File: src/rtl/dcache_dirty_wb_seq.sv
// dcache_dirty_wb_seq: dirty-line writeback sequencer for single evictions and full flush walks.
// Reads the dirty array, issues a valid/ready writeback for dirty lines, then clears them.
module dcache_dirty_wb_seq #(
  parameter int ADDR_WIDTH = 6
) (
  input  logic                  clk,
  input  logic                  rst,
  input  logic                  flush_req,
  output logic                  flush_done,
  input  logic                  evict_req,
  input  logic [ADDR_WIDTH-1:0] evict_addr,
  output logic                  evict_busy,
  output logic                  evict_ack,
  output logic                  evict_was_dirty,
  output logic [ADDR_WIDTH-1:0] dirty_rd_addr,
  output logic                  dirty_rd_en,
  input  logic                  read_dirty,
  output logic                  wb_valid,
  output logic [ADDR_WIDTH-1:0] wb_addr,
  input  logic                  wb_ready,
  output logic                  dirty_clr_en,
  output logic [ADDR_WIDTH-1:0] dirty_clr_addr
);
  localparam logic [2:0] IDLE = 3'd0, RD = 3'd1, CHK = 3'd2, WB = 3'd3, CLR = 3'd4, NEXT = 3'd5, DONE = 3'd6;
  localparam logic MODE_EVICT = 1'b0, MODE_FLUSH = 1'b1;
  localparam logic [ADDR_WIDTH-1:0] LAST = '1;
  logic [2:0] state_q, state_d;
  logic [ADDR_WIDTH-1:0] idx_q, idx_d;
  logic mode_q, mode_d, ack_q, ack_d, was_q, was_d;
  always_comb begin
    state_d = state_q;
    idx_d = idx_q;
    mode_d = mode_q;
    ack_d = 1'b0;
    was_d = 1'b0;
    case (state_q)
      IDLE: begin
        if (evict_req) begin
          idx_d = evict_addr;
          mode_d = MODE_EVICT;
          state_d = RD;
        end else if (flush_req) begin
          idx_d = '0;
          mode_d = MODE_FLUSH;
          state_d = RD;
        end
      end
      RD: state_d = CHK;
      CHK: begin
        ack_d = !read_dirty && mode_q == MODE_EVICT;
        state_d = read_dirty ? WB : mode_q == MODE_EVICT ? IDLE : NEXT;
      end
      WB: state_d = wb_ready ? CLR : WB;
      CLR: begin
        ack_d = mode_q == MODE_EVICT;
        was_d = mode_q == MODE_EVICT;
        state_d = mode_q == MODE_EVICT ? IDLE : NEXT;
      end
      NEXT: begin
        idx_d = idx_q == LAST ? idx_q : idx_q + ADDR_WIDTH'(1);
        state_d = idx_q == LAST ? DONE : RD;
      end
      default: state_d = IDLE;
    endcase
  end
  always_ff @(posedge clk or posedge rst) begin
    if (rst) begin
      state_q <= IDLE;
      idx_q <= '0;
      mode_q <= MODE_EVICT;
      ack_q <= 1'b0;
      was_q <= 1'b0;
    end else begin
      state_q <= state_d;
      idx_q <= idx_d;
      mode_q <= mode_d;
      ack_q <= ack_d;
      was_q <= was_d;
    end
  end
  // rst gates wb_valid directly so a stalled handshake is withdrawn at once
  assign wb_valid        = (state_q == WB) & ~rst;
  assign wb_addr         = idx_q;
  assign evict_busy      = state_q != IDLE;
  assign dirty_rd_en     = state_q == RD;
  assign dirty_rd_addr   = idx_q;
  assign dirty_clr_en    = state_q == CLR;
  assign dirty_clr_addr  = idx_q;
  assign flush_done      = state_q == DONE;
  assign evict_ack       = ack_q;
  assign evict_was_dirty = was_q;
endmodule
File: config.mk
export PLATFORM = sky130hd
export DESIGN_NAME = dcache_dirty_wb_seq
export DESIGN_NICKNAME = d
export VERILOG_FILES = /design/src/rtl/dcache_dirty_wb_seq.sv
export SDC_FILE = /design/constraint.sdc
export NUM_CORES = 1
export LEC_CHECK = 0
export BUFFER_PORTS_ARGS = -buffer_cell sky130_fd_sc_hd__buf_2
export CORE_MARGIN = 5
export CORE_UTILIZATION = 50
export CTS_CLUSTER_DIAMETER = 40
export CTS_CLUSTER_SIZE = 20
export DETAILED_ROUTE_END_ITERATION = 6
export PLACE_DENSITY = 0.83
export SYNTH_ARGS = -nofsm -noshare
export SYNTH_HDL_FRONTEND = slang
export SYNTH_SLANG_ARGS = --single-unit
File: constraint.sdc
create_clock -name clk -period 2.95 [get_ports clk]
set_input_delay 0.59 -clock clk [delete_from_list [all_inputs] [get_ports clk]]
set_output_delay 0.59 -clock clk [all_outputs]
set_load 0.03 [all_outputs]
Word level (Yosys, flattened, before mapping) --
Index checks and enable logic that the tools add are counted.
Word-level totals: bits of input ports 12, output and inout port bits 25, logic and storage cells 41, register bits 12
Operators by class: reductions and logical operators 8, mux-type cells 15, equal/unequal tests 9, bitwise logic cells 3, $add $sub $neg 1
Operators with widths (count):
- 2-to-1 mux 3 bit | 6
- 2-to-1 mux 6 bit | 3
- one-hot mux 3 bit (6 select lines) | 1
- one-hot mux 6 bit (2 select lines) | 1
- == test 3 bit (second input constant) | 3
- adder 6 x 1 -> 6 bit (second input constant) | 1
- == test 3 x 2 -> 1 bit (second input constant) | 2
- == test 6 bit (second input constant) | 1
- nonzero test 2 bit | 2
- == test 3 x 1 -> 1 bit (second input constant) | 1
- logical NOT 3 bit | 1
- 2-to-1 mux 1 bit | 3
- != test 3 bit (second input constant) | 1
- AND reduction 3 bit | 1
- nonzero test 3 bit | 1
- != test 2 bit (second input constant) | 1
- inverter 1 bit | 2
- one-hot mux 1 bit (2 select lines) | 1
- AND reduction 2 bit | 1
- bitwise AND 1 bit | 1
- logical AND 1 bit | 1
- logical NOT 1 bit | 1

Depth between registers and ports, before layout --
Gate-level depths: netlist of run 1.
word-level depth 3, gate-level depth with buffers 6

Least setup slack after synthesis of run 1 --
Ideal clock, no wire load.
path kind reg-to-output, start point register state_q[1], end point output dirty_clr_en, stages on the path, launching flop included 4, data arrival time 1.493 ns, path buffers 2, setup slack 0.867 ns, required time 2.360 ns, cell sequence dfrtp_1 -> clkbuf_1 -> clkbuf_1 -> nor3b_1
Between the ends: longest elaborated chain between the ends 1
RTL lines:
- start, declared | line 27 | logic [2:0] state_q, state_d;
- start signal, assigned | line 74 | state_q <= state_d;
- == test 3 bit | line 87 | assign dirty_clr_en = state_q == CLR;
- end, declared | line 21 | output logic dirty_clr_en,
Every way passes these cells.

Final worst setup path of run 1 --
start point register state_q[1], end point output wb_valid
Between the ends: longest elaborated chain between the ends 2
RTL lines:
- == test 3 x 2 -> 1 bit | line 82 | assign wb_valid = (state_q == WB) & ~rst;
- bitwise AND 1 bit | line 82
- end, declared | line 18 | output logic wb_valid,
Every way passes these cells.

==> results.md, run 1 <==
Run status:
- The flow ran to the end, and the final reports show no timing, DRC or antenna violations.

Floorplanning:
- Pin placement for this block handled 37 I/O pins.
- The overall die area is 2713 sq um.
- The vertical die dimension is 52.09 um.
- The floorplan has 15 rows.
- The die is 52.09 um wide.
- The core region is 1708 sq um.
- For this configuration, the core starts out at a cell density of 51.87%.

STA:
- The highest clock frequency the design can meet is 468.1 MHz.
- The measured slew at the worst slew-check pin is 0.5087 ns.
- The count of pins over their slew limit is 0.
- Setup repair after global routing left no endpoint under its margin.
- Measured against its own limit, the worst slew margin works out to 66.09%.
- After routing, the total negative slack on setup checks comes to 0 ns.
- The minimum period implied by the final worst setup slack is 2.136 ns.
- Dividing the final minimum period by the clock period gives 72.42%.
- The final hold violation count was 0.
- On the final layout, the worst clock skew is 0.002618 ns.
- Setup violations remaining at the end of the flow were counted as 0.
- The worst setup slack after layout is 0.8136 ns.

Layout:
- In the final layout, the share of cells above drive strength 1 is 33.33%.
- The finished cells cover 1017 sq um.
- The non-filler instance count after layout is 151.
- After the last flow step, the layout net total stands at 140.
- Relative to the synthesized area, the layout overhead comes to 14.83%.
- The repair_antennas step left the layout with diodes totalling 0.

Clocking:
- Clock latency on the worst-skew pair, taken at its later pin, is 0.27 ns.
- The number of levels the H-tree was split into is 1.
- The TritonCTS clock tree is yes.
- The post-CTS setup buffer count is 0.
- The root buffer cell is sky130_fd_sc_hd__clkbuf_4.
- The clock transition at the registers of the reported paths is 0.07 ns.
- The total CTS buffers is 3.
- Clock tree synthesis found a total of 12 sinks.
- The largest buffer count on any clock path is 2.
- The count of hold buffers inserted by post-cts repair is 0.
- After clock tree synthesis, the repair step resized 0 gates.

Power and ir drop:
- Dividing total power by cell area gives a power density of 1241 nW/um^2.
- The worst-case IR drop observed on VDD is 0.6971 mV.
- The reported leakage power is 0.5053 nW.

Drt:
- The first TritonRoute pass finished after 4 iterations.
- The violation count after the first detailed-routing iteration is 19.
- After detailed routing, the number of remaining DRC violations is 0.
- The number of vias after detailed routing is 852.
- After detailed routing, the number of vias per cell comes to 5.642.
- The average routed wire per standard cell is 14.20 um.
- The count of nets left with antenna violations after detail routing is 0.
- The routed wire length is 2144 um.

Worst setup path:
- The family with the most delay on the worst path is flip-flops.
- The reg-to-reg startpoint is state_q[0]$_DFFE_PP0P_.
- The start point of the critical path is state_q[1]$_DFFE_PP0P_.
- In this run the worst path has a maximum fanout of 19.
- The critical path depth in cells is 3.
- Across all register-to-register paths, the minimum setup slack is 1.08 ns.
- The end of the worst register-to-register path is dirty_clr_addr[3]$_DFFE_PP0P_.
- The critical path goes through nor2b_1 -> and3_1 -> buf_2.
- The number of cells on the worst reg-to-reg path is 4.
- For the worst setup path, the data required time is 2.36 ns.
- The maximum single-stage delay on the critical path is 0.66 ns.
- The capture point of the critical path is wb_valid.
- The number of buffers and inverters on the critical path is 1.
- On the critical path, the stage with the largest delay is an instance of sky130_fd_sc_hd__dfrtp_1.
- The kind of end point of the critical path is an output pin.
- The classification of the worst setup path is register to output pin.
- Data arrives at the worst endpoint at 1.55 ns.
- The worst setup path is launched from a register.

Yosys:
- In this run, synthesis inferred 0 flip-flops with an integrated enable.
- The net count after synthesis is 118.
- After synthesis the netlist holds a flip-flop and latch count of 12.
- The mean instance size in the synthesized netlist is 8.437 sq um.
- The flip-flop cell with the highest count after synthesis is sky130_fd_sc_hd__dfrtp_1.
- After synthesis the cells add up to 885.9 sq um.
- After synthesis, the netlist uses 36 different library cells.
- The number of warnings reported in the yosys synthesis log is 0.
- After synthesis, the share of flip-flops with an asynchronous set or reset is 100.0%.
- The gate count of the mapped netlist is 105.
- The share of the Yosys chip area taken by registers is 33.90%.

Min path:
- The worst hold path class is primary input to asynchronous set/reset pin.

Place:
- Input and output buffers added on the ports amount to 36.
- At the placement stage, the worst setup path has a slack of 1.043 ns.
- The wire-length estimate of the detail-placed layout is 1624 um.
- After detailed placement, the total cell area comes to 980.9 sq um.
- The final weighted congestion in routability-driven placement is 0.9643.
- Once placement completed, the tool counted placed cells totaling 147.

Global routing:
- After global routing the overflow that remains totals 0.
- Entering global routing, the biggest net connects 20 pins.
- The number of antenna violations at the first check in global routing is 0.
- In the global route stage, overall resource usage came out at 17.60%.
- The wire length of the first global-routing pass is 3436 um.
- The number of global-route vias before repair is 720.

Job:
- The number of max-capacitance violations reported is 0.
-- cell type report --
type	instances	area (sq um)
tap	25	31.28
timing repair buffer	37	187.7
sequential	12	300.3
fill	162	690.7
inverter	3	11.26
multi-input combinational	70	450.4
clock buffer	4	36.28
-- worst min-delay path by stage --
stage / endpoint / slack (ns) / depth (start not counted)
after detailed placement: evict_was_dirty$_DFF_PP0_ / 0.52 / 1
final: dirty_clr_addr[4]$_DFFE_PP0P_ / 0.29 / 3
after global routing: dirty_clr_addr[2]$_DFFE_PP0P_ / 0.29 / 3
after floorplan: dirty_clr_addr[0]$_DFFE_PP0P_ / 0.46 / 1
after global placement: evict_was_dirty$_DFF_PP0_ / 0.52 / 1
after CTS: dirty_clr_addr[2]$_DFFE_PP0P_ / 0.28 / 3
-- through the flow --
step,power (mW),util (%),hold WS (ns)
after global routing,1.359,59.56,0.2911
after floorplan,1.032,-,0.4599
final,1.262,59.56,0.2872
after detailed placement,1.140,57.44,0.5230
after CTS,1.273,59.56,0.2824
after global placement,1.123,57.44,0.5172
-- layout by cell type, fill, tap and decap left out, types with 2 or more instances in the layout --
master / Yosys / layout
sky130_fd_sc_hd__buf_2: 3 / 36
sky130_fd_sc_hd__dfrtp_1: 12 / 12
sky130_fd_sc_hd__nor2_1: 6 / 6
sky130_fd_sc_hd__a21oi_1: 6 / 6
sky130_fd_sc_hd__nor2b_1: 6 / 6
sky130_fd_sc_hd__nand2_1: 4 / 4
sky130_fd_sc_hd__nor3_1: 4 / 4
sky130_fd_sc_hd__o21ai_0: 4 / 4
sky130_fd_sc_hd__inv_1: 3 / 3
sky130_fd_sc_hd__o22ai_1: 3 / 3
sky130_fd_sc_hd__a31oi_1: 3 / 3
sky130_fd_sc_hd__o22a_1: 3 / 3
sky130_fd_sc_hd__nand3_1: 3 / 3
sky130_fd_sc_hd__and3_1: 3 / 3
sky130_fd_sc_hd__clkbuf_4: 0 / 3
sky130_fd_sc_hd__or2_0: 2 / 2
sky130_fd_sc_hd__and4_1: 2 / 2
sky130_fd_sc_hd__a32oi_1: 2 / 2
sky130_fd_sc_hd__a211oi_1: 2 / 2
sky130_fd_sc_hd__nor3b_1: 2 / 2
-- cell usage after synthesis, types with 4 or more instances --
cell / n / area, sq um
sky130_fd_sc_hd__clkbuf_1: 5 / 18.77
sky130_fd_sc_hd__buf_4: 12 / 90.09
sky130_fd_sc_hd__nand2_1: 4 / 15.01
sky130_fd_sc_hd__nor3_1: 4 / 20.02
sky130_fd_sc_hd__a21oi_1: 6 / 30.03
sky130_fd_sc_hd__dfrtp_1: 12 / 300.3
sky130_fd_sc_hd__nor2_1: 6 / 22.52
sky130_fd_sc_hd__o21ai_0: 4 / 20.02
sky130_fd_sc_hd__nor2b_1: 6 / 37.54
-- state kept, by name, summed over array words and instances (netlist names) --
name             count
state_q              3
evict_ack            1
evict_was_dirty      1
dirty_clr_addr       6
mode_q               1
-- power breakdown --
group          switching (mW)  leakage, nW  internal, mW
registers               0.161        0.152         0.233
clock network          0.0538       0.0210        0.0751
logic                   0.481        0.332         0.258
total                   0.696        0.505         0.566
-- logic make-up (layout without fill, tap and decap cells) --
family                   after synthesis  in the layout  share of synthesized area [%]
AND/OR/NAND/NOR                       36             36                          23.31
adder cells (fa/ha/maj)                1              1                          1.412
AO/OA/AOI/OAI                         33             33                          26.13
buffers and inverters                 23             44                          15.25
flip-flops                            12             12                          33.90
-- metal layers --
layer  up-vias  share of wire, %  wire length (um)  track usage (%)
li1        419                 -                 -                -
met1       391                43               917            22.64
met2        38                48              1026            26.78
met3         4               7.7               166            4.585
met4         0               1.6                34            9.170
met5         -                 0                 0                0
-- worst min-delay path, delay by kind of cell --
kind                   cells  cell delay (ns)
buffers and inverters      3             0.32
(Power assumes the default switching activity.)
==> run 2, diff against run 1 <==
--- a/config.mk
+++ b/config.mk
@@ -7,11 +7,11 @@
 export LEC_CHECK = 0
 export BUFFER_PORTS_ARGS = -buffer_cell sky130_fd_sc_hd__buf_2
 export CORE_MARGIN = 5
-export CORE_UTILIZATION = 50
+export CORE_UTILIZATION = 47
 export CTS_CLUSTER_DIAMETER = 40
 export CTS_CLUSTER_SIZE = 20
 export DETAILED_ROUTE_END_ITERATION = 6
-export PLACE_DENSITY = 0.83
+export PLACE_DENSITY = 0.79
 export SYNTH_ARGS = -nofsm -noshare
 export SYNTH_HDL_FRONTEND = slang
 export SYNTH_SLANG_ARGS = --single-unit
==> constraint.sdc (replaced) <==
create_clock -name clk -period 2.1 [get_ports clk]
set_input_delay 0.42 -clock clk [delete_from_list [all_inputs] [get_ports clk]]
set_output_delay 0.42 -clock clk [all_outputs]
set_load 0.03 [all_outputs]
==> results.md, run 2 (synthesized netlist as in run 1, its figures left out) <==
Drt:
- For this run, design rule violations remaining after detail routing come to 0.
- After detailed routing, the average wire length per cell comes to 15.14 um.
- The number of vias after detailed routing is 894.
- The violation count after the first detailed-routing iteration is 41.
- In this run the remaining antenna-violating nets after routing total 0.
- The first-pass detailed-route iteration total is 4.
- The routed design has 2301 um of wire.
- After detailed routing, the number of vias per cell comes to 5.882.

Worst setup path:
- Along the worst path, the maximum fanout reaches 16.
- At the worst endpoint, the arrival time is 2.08 ns.
- The maximum single-stage delay on the critical path is 0.54 ns.
- The critical path goes through or2_0 -> o21a_1 -> or2_0 -> o32a_1.
- In this run the worst setup path begins at state_q[2]$_DFFE_PP0P_.
- On the critical path, the stage with the largest delay is an instance of sky130_fd_sc_hd__dfrtp_1.
- Counting cells, the worst reg-to-reg path comes to 4.
- Among the stages of the critical path, the cell type that occurs most often is sky130_fd_sc_hd__or2_0.
- The worst register-to-register path begins at state_q[2]$_DFFE_PP0P_.
- STA classifies the critical path endpoint as a register.
- Together, buffers and inverters on the worst path number 0.
- At the worst endpoint, the required time is 2.27 ns.
- In this run the number of cells on the critical path is 4.
- The classification of the worst setup path is register to register.
- The type of element launching the critical path is a register.
- In this design, the largest share of critical-path delay is due to compound AO/OA/AOI/OAI gates.

STA:
- Across all setup checks in the final design, the least slack found is 0.1862 ns.
- The minimum period implied by the final worst setup slack is 1.914 ns.
- The final hold violation count is 0.
- Headroom to the max-slew limit came out at 70.42%.
- Setup repair after global routing left no endpoint under its margin.
- On the final layout, the worst hold slack is 0.1435 ns.
- The measured slew at the worst slew-check pin is 0.4424 ns.
- In the final timing run, aggregate negative setup slack is 0 ns.
- After layout, the worst path uses 91.13% of the clock period.
- The count of pins over their slew limit is 0.
- The highest clock frequency the design can meet is 522.5 MHz.
- Setup violations remaining at the end of the flow were counted as 0.
- The final worst clock skew is 0.004548 ns.

Power and ir drop:
- The ratio of total power to cell area is 1777 nW/um^2.
- The worst IR drop on VDD is 0.9059 mV.
- The reported leakage power is 0.5099 nW.
- Net switching is 55.61% of the power.
- Of the total power, the clock network draws 10.6%.
- The combinational cell fraction of total power is 59.8%.
- The share of total power dissipated in sequential elements is 29.6%.
- The net switching power is 1.019 mW.
- Internal power comes to 813.5 uW.

Global routing:
- The number of antenna violations at the first check in global routing is 0.
- The overflow left after global routing is 0.
- Entering global routing, the biggest net connects 20 pins.
- The number of global-route vias before repair came to 806.
- The global router's overall resource usage is 17.52%.
- The wire length of the first global-routing pass is 3643 um.

Clocking:
- After clock tree synthesis, the clock-pin slew on the worst setup and hold paths is 0.09 ns.
- The number of levels the H-tree was split into is 1.
- The root buffer cell is sky130_fd_sc_hd__clkbuf_4.
- The clock insertion delay at the later pin of the skew report is 0.28 ns.
- TritonCTS created 3 clock buffers.
- The post-CTS setup buffer count is 0.
- The largest buffer count on any clock path is 2.
- TritonCTS built the clock tree.
- Clock tree synthesis found a total of 12 sinks.

Layout:
- The antenna diode count is 0.
- The post-route netlist has 35.43% of its cells at a drive strength greater than 1.
- The register with the most flip-flops in the layout has 6 of them.
- The area growth from synthesis to layout is 16.38%.
- In the layout the commonest cells are sky130_fd_sc_hd__buf_2, sky130_fd_sc_hd__dfrtp_1, sky130_fd_sc_hd__nor2_1, sky130_fd_sc_hd__a21oi_1, sky130_fd_sc_hd__nor2b_1.
- The finished cells cover 1031 sq um.
- The count of nets after finishing is 141.
- The leading cell type in the layout, fill and taps excluded is sky130_fd_sc_hd__buf_2.
- The filler cells instantiated in the layout total 172.

Floorplanning:
- The die covers 2853 sq um.
- The count of standard-cell rows is 15.
- For this configuration, the core starts out at a cell density of 50.21%.
- The floorplan step set the die width to 53.42 um.
- From bottom edge to top edge, the die measures 53.42 um.
- The core region is 1764 sq um.
- The number of primary I/O pins is 37.

Place:
- Detailed placement finished with a half-perimeter wire length of 1626 um.
- Timing analysis after detailed placement gives a worst setup slack of 0.2565 ns.
- In this run the tool buffered the top-level ports with 36 buffer cells.
- The final weighted congestion in routability-driven placement is 0.9586.
- The instance area at placement is 988.4 sq um.

Run status:
- The flow ran to the end, and the final reports show no timing, DRC or antenna violations.

Min path:
- The min-delay analysis places its worst path in the category primary input to asynchronous set/reset pin.

Job:
- The number of max-capacitance violations reported is 0.
-- run 2: cell count changes in the layout (fill, tap and decap cells not counted) --
cell and change:
sky130_fd_sc_hd__dfrtp_2 +1, sky130_fd_sc_hd__nor3_1 -1, sky130_fd_sc_hd__nor3_2 +1, sky130_fd_sc_hd__buf_4 +1
sky130_fd_sc_hd__dfrtp_1 -1
-- run 2: worst reg2reg max path, delay by kind of cell, from the launching register on --
kind             cells  cell delay [ns]
AO/OA/AOI/OAI        2             0.64
flip-flops           1             0.54
AND/OR/NAND/NOR      2             0.63
-- run 2: power groups by stage --
stage / registers (mW) / logic [mW] / clock network, mW
after global routing: 0.570 / 1.19 / 0.208
final: 0.542 / 1.10 / 0.194
after CTS: 0.526 / 1.09 / 0.196
after detailed placement: 0.531 / 1.08 / 0
after global placement: 0.517 / 1.07 / 0
after floorplan: 0.547 / 0.903 / 0
-- run 2: metal layers --
| layer | global-route usage, % | vias up | share of wire (%) |
|---|---|---|---|
| li1 | - | 423 | - |
| met1 | 22.80 | 411 | 42 |
| met2 | 26.73 | 51 | 48 |
| met3 | 4.789 | 9 | 7.5 |
| met4 | 7.660 | 0 | 2.3 |
| met5 | 0 | - | 0 |
-- run 2: area by class of cell --
type	instances	area, sq um	area share [%]
clock buffers	4	36.28	3.519
multi-input cells	70	455.4	44.17
well taps	25	31.28	3.034
inverters	3	11.26	1.092
repair buffers	38	195.2	18.93
flip-flops and latches	12	301.5	29.25
-- run 2: final timing paths --
check	end	slack, ns
max in group asynchronous	state_q[1]$_DFFE_PP0P_	1.79
worst min register to register	evict_was_dirty$_DFF_PP0_	0.56
worst max register to register	dirty_clr_addr[3]$_DFFE_PP0P_	0.19
worst min-delay path	state_q[1]$_DFFE_PP0P_	0.14
worst max-delay path	dirty_clr_addr[3]$_DFFE_PP0P_	0.19
min in group clk	mode_q$_DFFE_PP0P_	0.44
-- run 2: repair_timing --
item                                    CTS  global route
hold buffers                              0             0
resized for setup                         0             2
endpoints found under the hold margin     0             0
endpoints found under the setup margin    0             2
-- run 2: stage by stage --
step / utilization [%] / instances / total power [mW]
6_report: 58.44 / 152 / 1.832
5_1_grt: 58.44 / 152 / 1.965
4_1_cts: 58.09 / 152 / 1.814
3_5_place_dp: 56.03 / 148 / 1.612
3_3_place_gp: 56.03 / 148 / 1.588
2_1_floorplan: - / 105 / 1.450
